`config.mk`:
```
export PLATFORM = sky130hd
export DESIGN_NAME = idct_1d_pipe_flat
export DESIGN_NICKNAME = d
export VERILOG_FILES = /design/src/rtl/jpeg_dec_pkg.sv /design/src/rtl/idct_1d_pipe_if.sv /design/src/rtl/idct_round_sat.sv /design/src/rtl/idct_1d_pipe.sv /design/src/flat_wrapper.sv
export SDC_FILE = /design/constraint.sdc
export NUM_CORES = 2
export LEC_CHECK = 0
export CORE_MARGIN = 1
export CORE_UTILIZATION = 40
export CTS_CLUSTER_SIZE = 16
export DETAILED_ROUTE_END_ITERATION = 8
export PLACE_DENSITY_LB_ADDON = 0.15
export SYNTH_ARGS = -nofsm -noshare
export SYNTH_HDL_FRONTEND = slang
export SYNTH_SLANG_ARGS = --single-unit
```
`constraint.sdc`:
```
create_clock -name clk -period 26.3 [get_ports clk]
set_clock_uncertainty 0.1 [all_clocks]
set_input_delay 2.63 -clock clk [delete_from_list [all_inputs] [get_ports clk]]
set_output_delay 2.63 -clock clk [all_outputs]
set_load 0.01 [all_outputs]
```
`src/rtl/jpeg_dec_pkg.sv`:
```
// Shared JPEG decoder definitions: IDCT cosine constants, default lane widths
// and helpers for packed-lane vector and accumulator widths.
package jpeg_dec_pkg;

    localparam int C1 = 63;
    localparam int C2 = 59;
    localparam int C3 = 53;
    localparam int C4 = 45;
    localparam int C5 = 36;
    localparam int C6 = 24;
    localparam int C7 = 12;

    localparam int IDCT_IN_W  = 12;
    localparam int IDCT_OUT_W = 9;
    localparam int IDCT_SHIFT = 7;

    // Eight lanes are packed side by side with lane 0 in the MSBs.
    function automatic int lane_vec_w(input int lane_w);
        return 8 * lane_w;
    endfunction

    function automatic int idct_acc_w(input int in_w);
        return in_w + 10;
    endfunction

endpackage

```
`src/rtl/idct_1d_pipe_if.sv`:
```
// Valid/ready stream bundle carrying one 8-lane coefficient vector in and
// one 8-lane sample vector out.
interface idct_1d_pipe_if
    import jpeg_dec_pkg::*;
#(
    parameter int IN_W  = IDCT_IN_W,
    parameter int OUT_W = IDCT_OUT_W
);
    logic [lane_vec_w(IN_W)-1:0]  in;
    logic                         in_valid;
    logic                         in_ready;
    logic [lane_vec_w(OUT_W)-1:0] out;
    logic                         out_valid;
    logic                         out_ready;
    logic                         out_sat;
    logic                         out_last;

    modport master (
        output in, in_valid, out_ready,
        input  in_ready, out, out_valid, out_sat, out_last
    );

    modport slave (
        input  in, in_valid, out_ready,
        output in_ready, out, out_valid, out_sat, out_last
    );
endinterface

```
`src/rtl/idct_round_sat.sv`:
```
// One output lane: scale the accumulator down by 2^SHIFT rounding half away
// from zero, then clip to the signed OUT_W range and flag any clipping.
module idct_round_sat #(
    parameter int ACC_W = 22,
    parameter int OUT_W = 9,
    parameter int SHIFT = 7
) (
    input  logic signed [ACC_W-1:0] acc,
    output logic signed [OUT_W-1:0] y,
    output logic                    sat
);
    localparam int RW = ACC_W + 1;
    localparam logic signed [RW-1:0] HALF = RW'(2 ** (SHIFT - 1));
    localparam logic signed [RW-1:0] MAXV = RW'((2 ** (OUT_W - 1)) - 1);
    localparam logic signed [RW-1:0] MINV = -MAXV - RW'(1);

    logic signed [RW-1:0] neg;
    logic signed [RW-1:0] biased;
    logic signed [RW-1:0] q;

    // Subtracting one for negative values turns the flooring shift into
    // round-half-away-from-zero for both signs.
    always_comb begin
        neg    = {{(RW - 1){1'b0}}, acc[ACC_W-1]};
        biased = RW'(acc) + HALF - neg;
        q      = biased >>> SHIFT;
        sat    = 1'b0;
        y      = q[OUT_W-1:0];
        if (q > MAXV) begin
            y   = MAXV[OUT_W-1:0];
            sat = 1'b1;
        end else if (q < MINV) begin
            y   = MINV[OUT_W-1:0];
            sat = 1'b1;
        end
    end
endmodule

```
`src/rtl/idct_1d_pipe.sv`:
```
// Three-stage 8-point 1-D IDCT: products, butterflies, round/saturate.
// The whole pipe stalls together when the output is held by the consumer.
module idct_1d_pipe
    import jpeg_dec_pkg::*;
#(
    parameter int IN_W  = IDCT_IN_W,
    parameter int OUT_W = IDCT_OUT_W,
    parameter int SHIFT = IDCT_SHIFT
) (
    input logic           clk,
    input logic           rst,
    idct_1d_pipe_if.slave bus
);
    localparam int ACC_W = idct_acc_w(IN_W);
    typedef logic signed [ACC_W-1:0] acc_t;

    localparam acc_t K1 = acc_t'(C1);
    localparam acc_t K2 = acc_t'(C2);
    localparam acc_t K3 = acc_t'(C3);
    localparam acc_t K4 = acc_t'(C4);
    localparam acc_t K5 = acc_t'(C5);
    localparam acc_t K6 = acc_t'(C6);
    localparam acc_t K7 = acc_t'(C7);
    localparam acc_t KO [4] = '{K1, K3, K5, K7};

    logic                         advance;
    logic                         s1_valid, s2_valid, s3_valid;
    acc_t                         x [8];
    acc_t                         s1_even [6];
    acc_t                         s1_odd [4][4];
    acc_t                         e [4];
    acc_t                         o [4];
    acc_t                         s2_acc [8];
    logic signed [OUT_W-1:0]      rs_y [8];
    logic [7:0]                   rs_sat;
    logic [lane_vec_w(OUT_W)-1:0] s3_next;
    logic [lane_vec_w(OUT_W)-1:0] s3_data;
    logic                         s3_sat;
    logic [2:0]                   out_cnt;

    assign advance      = !(s3_valid && !bus.out_ready);
    assign bus.in_ready = advance;

    always_comb begin
        for (int i = 0; i < 8; i++) begin
            x[i] = acc_t'($signed(bus.in[(7 - i) * IN_W +: IN_W]));
        end
    end

    always_ff @(posedge clk or posedge rst) begin
        if (rst) begin
            s1_valid <= 1'b0;
            s2_valid <= 1'b0;
            s3_valid <= 1'b0;
            s3_sat   <= 1'b0;
            out_cnt  <= 3'd0;
        end else begin
            if (advance) begin
                s1_valid <= bus.in_valid;
                s2_valid <= s1_valid;
                s3_valid <= s2_valid;
                s3_sat   <= |rs_sat;
            end
            if (s3_valid && bus.out_ready) begin
                out_cnt <= out_cnt + 3'd1;
            end
        end
    end

    // s1_odd[j][k] holds KO[k] times odd input X(2j+1).
    always_ff @(posedge clk) begin
        if (advance) begin
            s1_even[0] <= K4 * (x[0] + x[4]);
            s1_even[1] <= K4 * (x[0] - x[4]);
            s1_even[2] <= K2 * x[2];
            s1_even[3] <= K6 * x[2];
            s1_even[4] <= K2 * x[6];
            s1_even[5] <= K6 * x[6];
            for (int j = 0; j < 4; j++) begin
                for (int k = 0; k < 4; k++) begin
                    s1_odd[j][k] <= KO[k] * x[2 * j + 1];
                end
            end
        end
    end

    always_comb begin
        e[0] = s1_even[0] + s1_even[2] + s1_even[5];
        e[1] = s1_even[1] + s1_even[3] - s1_even[4];
        e[2] = s1_even[1] - s1_even[3] + s1_even[4];
        e[3] = s1_even[0] - s1_even[2] - s1_even[5];
        o[0] = s1_odd[0][0] + s1_odd[1][1] + s1_odd[2][2] + s1_odd[3][3];
        o[1] = s1_odd[0][1] - s1_odd[1][3] - s1_odd[2][0] - s1_odd[3][2];
        o[2] = s1_odd[0][2] - s1_odd[1][0] + s1_odd[2][3] + s1_odd[3][1];
        o[3] = s1_odd[0][3] - s1_odd[1][2] + s1_odd[2][1] - s1_odd[3][0];
    end

    always_ff @(posedge clk) begin
        if (advance) begin
            for (int n = 0; n < 4; n++) begin
                s2_acc[n]     <= e[n] + o[n];
                s2_acc[7 - n] <= e[n] - o[n];
            end
        end
    end

    for (genvar g = 0; g < 8; g++) begin : g_lane
        idct_round_sat #(
            .ACC_W (ACC_W),
            .OUT_W (OUT_W),
            .SHIFT (SHIFT)
        ) u_round_sat (
            .acc (s2_acc[g]),
            .y   (rs_y[g]),
            .sat (rs_sat[g])
        );
    end

    always_comb begin
        s3_next = '0;
        for (int i = 0; i < 8; i++) begin
            s3_next[(7 - i) * OUT_W +: OUT_W] = rs_y[i];
        end
    end

    always_ff @(posedge clk) begin
        if (advance) begin
            s3_data <= s3_next;
        end
    end

    assign bus.out       = s3_valid ? s3_data : '0;
    assign bus.out_valid = s3_valid;
    assign bus.out_sat   = s3_valid && s3_sat;
    assign bus.out_last  = s3_valid && (out_cnt == 3'd7);
endmodule

```
`src/flat_wrapper.sv`:
```
// flat-port wrapper written by rule: the top's interface ports become plain ports
module idct_1d_pipe_flat import jpeg_dec_pkg::*;
#(
    parameter int IN_W  = IDCT_IN_W,
    parameter int OUT_W = IDCT_OUT_W,
    parameter int SHIFT = IDCT_SHIFT
)
  (clk, rst, bus_in, bus_in_valid, bus_out_ready, bus_in_ready, bus_out, bus_out_valid, bus_out_sat, bus_out_last);
  idct_1d_pipe_if #(.IN_W(IN_W), .OUT_W(OUT_W)) bus_i ();
  input logic clk;
  input logic rst;
  input wire logic [$bits(bus_i.in)-1:0] bus_in;
  input wire logic [$bits(bus_i.in_valid)-1:0] bus_in_valid;
  input wire logic [$bits(bus_i.out_ready)-1:0] bus_out_ready;
  output wire logic [$bits(bus_i.in_ready)-1:0] bus_in_ready;
  output wire logic [$bits(bus_i.out)-1:0] bus_out;
  output wire logic [$bits(bus_i.out_valid)-1:0] bus_out_valid;
  output wire logic [$bits(bus_i.out_sat)-1:0] bus_out_sat;
  output wire logic [$bits(bus_i.out_last)-1:0] bus_out_last;
  assign bus_i.in = bus_in;
  assign bus_i.in_valid = bus_in_valid;
  assign bus_i.out_ready = bus_out_ready;
  assign bus_in_ready = bus_i.in_ready;
  assign bus_out = bus_i.out;
  assign bus_out_valid = bus_i.out_valid;
  assign bus_out_sat = bus_i.out_sat;
  assign bus_out_last = bus_i.out_last;
  idct_1d_pipe #(.IN_W(IN_W), .OUT_W(OUT_W), .SHIFT(SHIFT)) u_core (.clk(clk), .rst(rst), .bus(bus_i));
endmodule
```
# After elaboration in Yosys (flattened, before gate mapping)
# Memory sizes are Yosys's and may differ from the RTL's.
# Cells that the tools add are included.
[totals]
reg_bits = 79
ramBits = 644
in_bits = 100
out_inout_bits = 76
wordCells = 135
memories = 3
[op_classes]
add_sub_neg = 47
mul = 22
order_cmp = 16
eq_ne = 1
mux = 26
reduce_logical = 7
[mem_list]
columns = ["memory", "depth", "word_bits", "rd", "rd_clocked_by_memory_dff", "wr", "line_no", "rtl"]
rows = [
  ["u_core.s1_odd", 4, 84, 4, 0, 4, "idct_1d_pipe.sv:30", "acc_t s1_odd [4][4];"],
  ["u_core.s2_acc", 8, 22, 8, 0, 8, "idct_1d_pipe.sv:33", "acc_t s2_acc [8];"],
  ["u_core.s1_even", 6, 22, 6, 0, 6, "idct_1d_pipe.sv:29", "acc_t s1_even [6];"],
]
[op_table]
columns = ["cell", "n"]
rows = [
  ["$add 22x22->22", 14],
  ["$sub 22x22->22", 14],
  ["$mul 7x12->19 const A", 10],
  ["$add 22x8->23 const B", 8],
  ["$sub 23x2->23", 8],
  ["$gt 16x9->1 const B", 8],
  ["$lt 16x9->1 const B", 8],
  ["$mul 3x12->15 const A", 6],
  ["$mux 72", 1],
  ["$mux 9", 8],
  ["$mul 5x12->17 const A", 4],
  ["$mul 7x22->22 const A", 2],
  ["$mux 1", 17],
  ["$add 12x12->13", 1],
  ["$sub 12x12->13", 1],
  ["$reduce_or 8->1", 1],
  ["$logic_and 1x1->1", 4],
  ["$add 3x1->3 const B", 1],
  ["$eq 3x3->1 const B", 1],
  ["$logic_not 1->1", 2],
]

# Longest topological paths before layout
# An unclocked memory read counts as a cell.
[logic_depth]
word_depth = 7
mapped_depth = 29
mapped_depth_nobuf = 29

# Modules after synthesis
# Synthesis repeated with hierarchy kept, for this count alone.
[unflattened]
cells_unflattened = 8019
area_unflattened_um2 = 76309.4
[by_module_without_submodules]
columns = ["module", "instances", "cells_per_inst", "area_per_inst_um2", "seq_area_each_um2"]
rows = [
  ["idct_1d_pipe", 1, 6531, 66019.6, 18342.6],
  ["idct_round_sat", 8, 186, 1286.2, 0.0],
]

# Least setup slack after synthesis
# Ideal clock, no wire load.
[synth_timing]
path_kind = "input -> output"
from = "input bus_out_ready"
to = "output bus_in_ready"
arrival_time_ns = 19.364
required_time_ns = 23.570
path_slack_ns = 4.206
stages = 2
n_path_buf = 1
cell_sequence = "nand2b_1 -> clkbuf_1"
[synth_between]
elab_chain_len = 3
[synth_rtl]
columns = ["element", "line_no", "rtl"]
rows = [
  ["start: declaration", "flat_wrapper.sv:14", "input wire logic [$bits(bus_i.out_ready)-1:0] bus_out_ready;"],
  ["$logic_not 1->1", "idct_1d_pipe.sv:41", "assign advance = !(s3_valid && !bus.out_ready);"],
  ["$logic_and 1x1->1", "idct_1d_pipe.sv:41", ""],
  ["$logic_not 1->1", "idct_1d_pipe.sv:41", ""],
  ["end: declaration", "flat_wrapper.sv:15", "output wire logic [$bits(bus_i.in_ready)-1:0] bus_in_ready;"],
]
# No other way between the ends.

==> metrics.cfg <==
[global_routing]
grt_max_degree=137
grt-ovfl-total=0
grt_pass1_vias=52400
antenna_found_initial=8
grt_pass1_wl_um=306000
track_usage=0.216

[worst_setup_path]
rrSetupSlack_ns=19.06
critical_path.max_fanout=4
worst-path-buf-inv=2
r2r-start=u_core.s1_odd[1][62]$_DFFE_PN_
slowest_delay_ns=0.51
r2r-end=u_core.s2_acc[1][21]$_DFFE_PN_
start_kind=primary input
critPathKind=primary input to flop
cp_top_family=compound AO/OA/AOI/OAI gates
critPathCaptureType=flop
cp.arrival_ns=9.09
cp-startpoint=bus_in[84]
r2r.worst_path.cells=24
critPathRequiredTime_ns=26.74
slowest_stage=fa_1

[yosys]
synth_edf_count=609
synthCells=7662
yosysSeqAreaShare=0.250
yosys_warnings=0
synth_top_area_frac=0.248
synth_top_area_cell=edfxtp_1
synth_ff_type=edfxtp_1
syn-num-nets=9471
async_flop_share=0.0114
synth_cell_types=90
synth_area_per_cell_sq_um=9.64
netlist_area_sq_um=73900
synthTopCellsByArea=edfxtp_1 25%, ha_1 19%, fa_1 16%
synth_seq_cells=616

[clocking]
cts_tree=done
cts_hold_buffers=0
clk_pin_slew_ns=0.06
clk_path_buf_depth=3
clk_latency_ns=0.71
cts-resized-gates=0
clock-sinks=616
htree_num_levels=3
root_buffer=clkbuf_16
cts_inserted_buffers=80
cts_setup_buffers=0

[run_status]
status=finished clean

[worst_hold_path]
hold_path_depth=1
holdPathEnd=u_core.bus.out_valid$_DFFE_PP0N_
hold_path_class=flop to flop
hp-start=u_core.s2_valid$_DFFE_PP0N_

[die]
rows=157
ios=176
die_x_um=432
core_area_sq_um=183000
initial_core_util=0.403
fp.dieH_um=432
die_area_sq_um=186000

[detailed_routing]
vias=52400
drt_iter0_drc=3186
wirelength_um=200000
dr.pass1.iters=6
ant_nets=0
via_per_inst=5.05
drc=0
wl_per_cell_um=19.3

[final_layout]
fill_cells=17800
area_growth_pct=9.97
layout-drive-gt1-share=0.0274
nNetsFinal=9664

[placed_design]
place_congestion=0.937
numPortBuffers=175
hpwl_um=171000

[job]
drv_cap=0

[sta]
setup_violations=0
setup_tns_ns=0
layout_worst_path_cycle_share=0.329
max_freq_mhz=115
rsz0062_at_grt=no
period_needed_ns=8.66
hold_violations=0
maxSlewViolCount=0
max_slew_margin=0.212
tightest_slew_ns=1.17

==> final cells by class <==
cell class,instances,area (sq um),area share
repair buffers,194,1910,0.0235
clock inverters,55,603,0.00743
flip-flops and latches,616,18500,0.227
multi-input cells,5351,49000,0.604
inverters,1612,6050,0.0745
diodes,1,2.50,0.0000308
well taps,2464,3080,0.0380
clock buffers,92,2070,0.0255
==> registers in the layout (all words and copies together), names as in the netlist, 3 cells and up <==
register        count
u_core.s3_data     72
u_core.s1_odd     260
u_core.s1_even    105
u_core.s2_acc     172
u_core.out_cnt      3
==> synth_stat cells, drive strengths merged, types with 9 or more instances <==
| library cell | number |
|---|---|
| inv | 1611 |
| ha | 1116 |
| edfxtp | 609 |
| fa | 593 |
| xnor2 | 579 |
| a21oi | 473 |
| nor2 | 433 |
| nand2 | 250 |
| o21ai | 243 |
| o21bai | 165 |
| xor2 | 157 |
| nor3 | 154 |
| a21o | 124 |
| nand3 | 118 |
| nor2b | 107 |
| and2 | 99 |
| o21a | 84 |
| clkbuf | 79 |
| nand2b | 70 |
| a31oi | 51 |
| and3 | 41 |
| a211oi | 40 |
| nand4 | 38 |
| o41ai | 34 |
| or3 | 30 |
| o211ai | 23 |
| o31ai | 23 |
| or2 | 23 |
| nor4 | 21 |
| a2111oi | 19 |
| a21boi | 16 |
| o2111ai | 16 |
| mux2i | 14 |
| a211o | 13 |
| o31a | 13 |
| a221oi | 10 |
| mux2 | 10 |
| o21ba | 10 |
| or4 | 10 |
| a41o | 9 |
| o22ai | 9 |
==> cells by family (layout without fill, tap and decap cells) <==
| group | after synthesis | after routing | synth area share |
|---|---|---|---|
| AOI/OAI and AO/OA | 1450 | 1450 | 0.128 |
| xor gates and xnor gates | 737 | 737 | 0.0876 |
| other | 0 | 1 | 0 |
| muxes | 24 | 24 | 0.00342 |
| and+or+nand+nor | 1431 | 1431 | 0.0950 |
| DFF | 616 | 616 | 0.250 |
| buffers and inverters | 1695 | 1953 | 0.0861 |
| adders and majority gates | 1709 | 1709 | 0.350 |
==> cell usage in the layout, fill, tap and decap left out, types with 18 or more instances in the layout <==
master,n
inv_1,1611
o211ai_1,23
a211oi_1,39
buf_4,18
nor3_1,154
a21o_1,124
nand2b_1,68
and3_1,41
o31ai_1,21
nor2b_1,107
o21bai_1,165
a21oi_1,470
clkbuf_16,81
nand2_1,250
nor4_1,20
edfxtp_1,609
ha_1,1116
o41ai_1,30
fa_1,593
o21ai_0,233
xnor2_1,579
or3_1,30
or2_2,22
xor2_1,157
nand4_1,38
and2_1,99
nor2_1,433
a31oi_1,51
o21a_1,84
nand3_1,118
clkdlybuf4s50_1,175
==> layer usage <==
layer  global-route usage  wire (um)  vias up
met2                0.366      94600      842
met3               0.0214       6640      191
met4               0.0690       6370        4
met5                    0         19        -
met1                0.288      92300    25400
li1                     -          -    26000
==> how the worst max path moves through the flow <==
| stage | cells after the start | endpoint | slack [ns] |
|---|---|---|---|
| 3_3_place_gp | 26 | u_core.s1_even[1][19]$_DFFE_PN_ | 17.04 |
| 5_1_grt | 26 | u_core.s1_even[1][19]$_DFFE_PN_ | 17.16 |
| 3_5_place_dp | 26 | u_core.s1_even[1][19]$_DFFE_PN_ | 16.97 |
| 2_1_floorplan | 2 | bus_in_ready | 4.21 |
| 6_report | 26 | u_core.s1_even[1][19]$_DFFE_PN_ | 17.64 |
| 4_1_cts | 26 | u_core.s1_even[1][19]$_DFFE_PN_ | 17.71 |
==> through the flow <==
step                      area, sq um  utilization  worst slack (ns)  instances  hold slack (ns)
after floorplan                 73900            -              4.21       7662            0.330
after global placement          78500        0.429             17.04      10200            0.339
after detailed placement        78500        0.429             16.97      10200            0.362
after CTS                       81200        0.443             17.71      10400            0.374
after global routing            81200        0.443             17.16      10400            0.401
final                           81200        0.443             17.64      10400            0.368
==> worst reg2reg max path: stages (launching register included) <==
cell and delay (ns):
edfxtp_1 0.60, inv_1 0.25, fa_1 0.54, inv_1 0.05, ha_1 0.26, inv_1 0.04
ha_1 0.20, fa_1 0.46, a21o_1 0.23, a21oi_1 0.24, o21bai_1 0.10, a21oi_1 0.24
o21bai_1 0.10, a21oi_1 0.43, o21ai_0 0.22, o21a_1 0.20, nor2_1 0.12, xnor2_1 0.42
ha_1 0.50, nor4_1 0.55, nand3_1 0.14, o21a_1 0.21, a221oi_1 0.44, a221o_1 0.24
xnor2_1 0.09
Power is left out: the tool's default activity adds up to more than one toggle a clock period on the data nets, which glitch-free logic cannot reach.
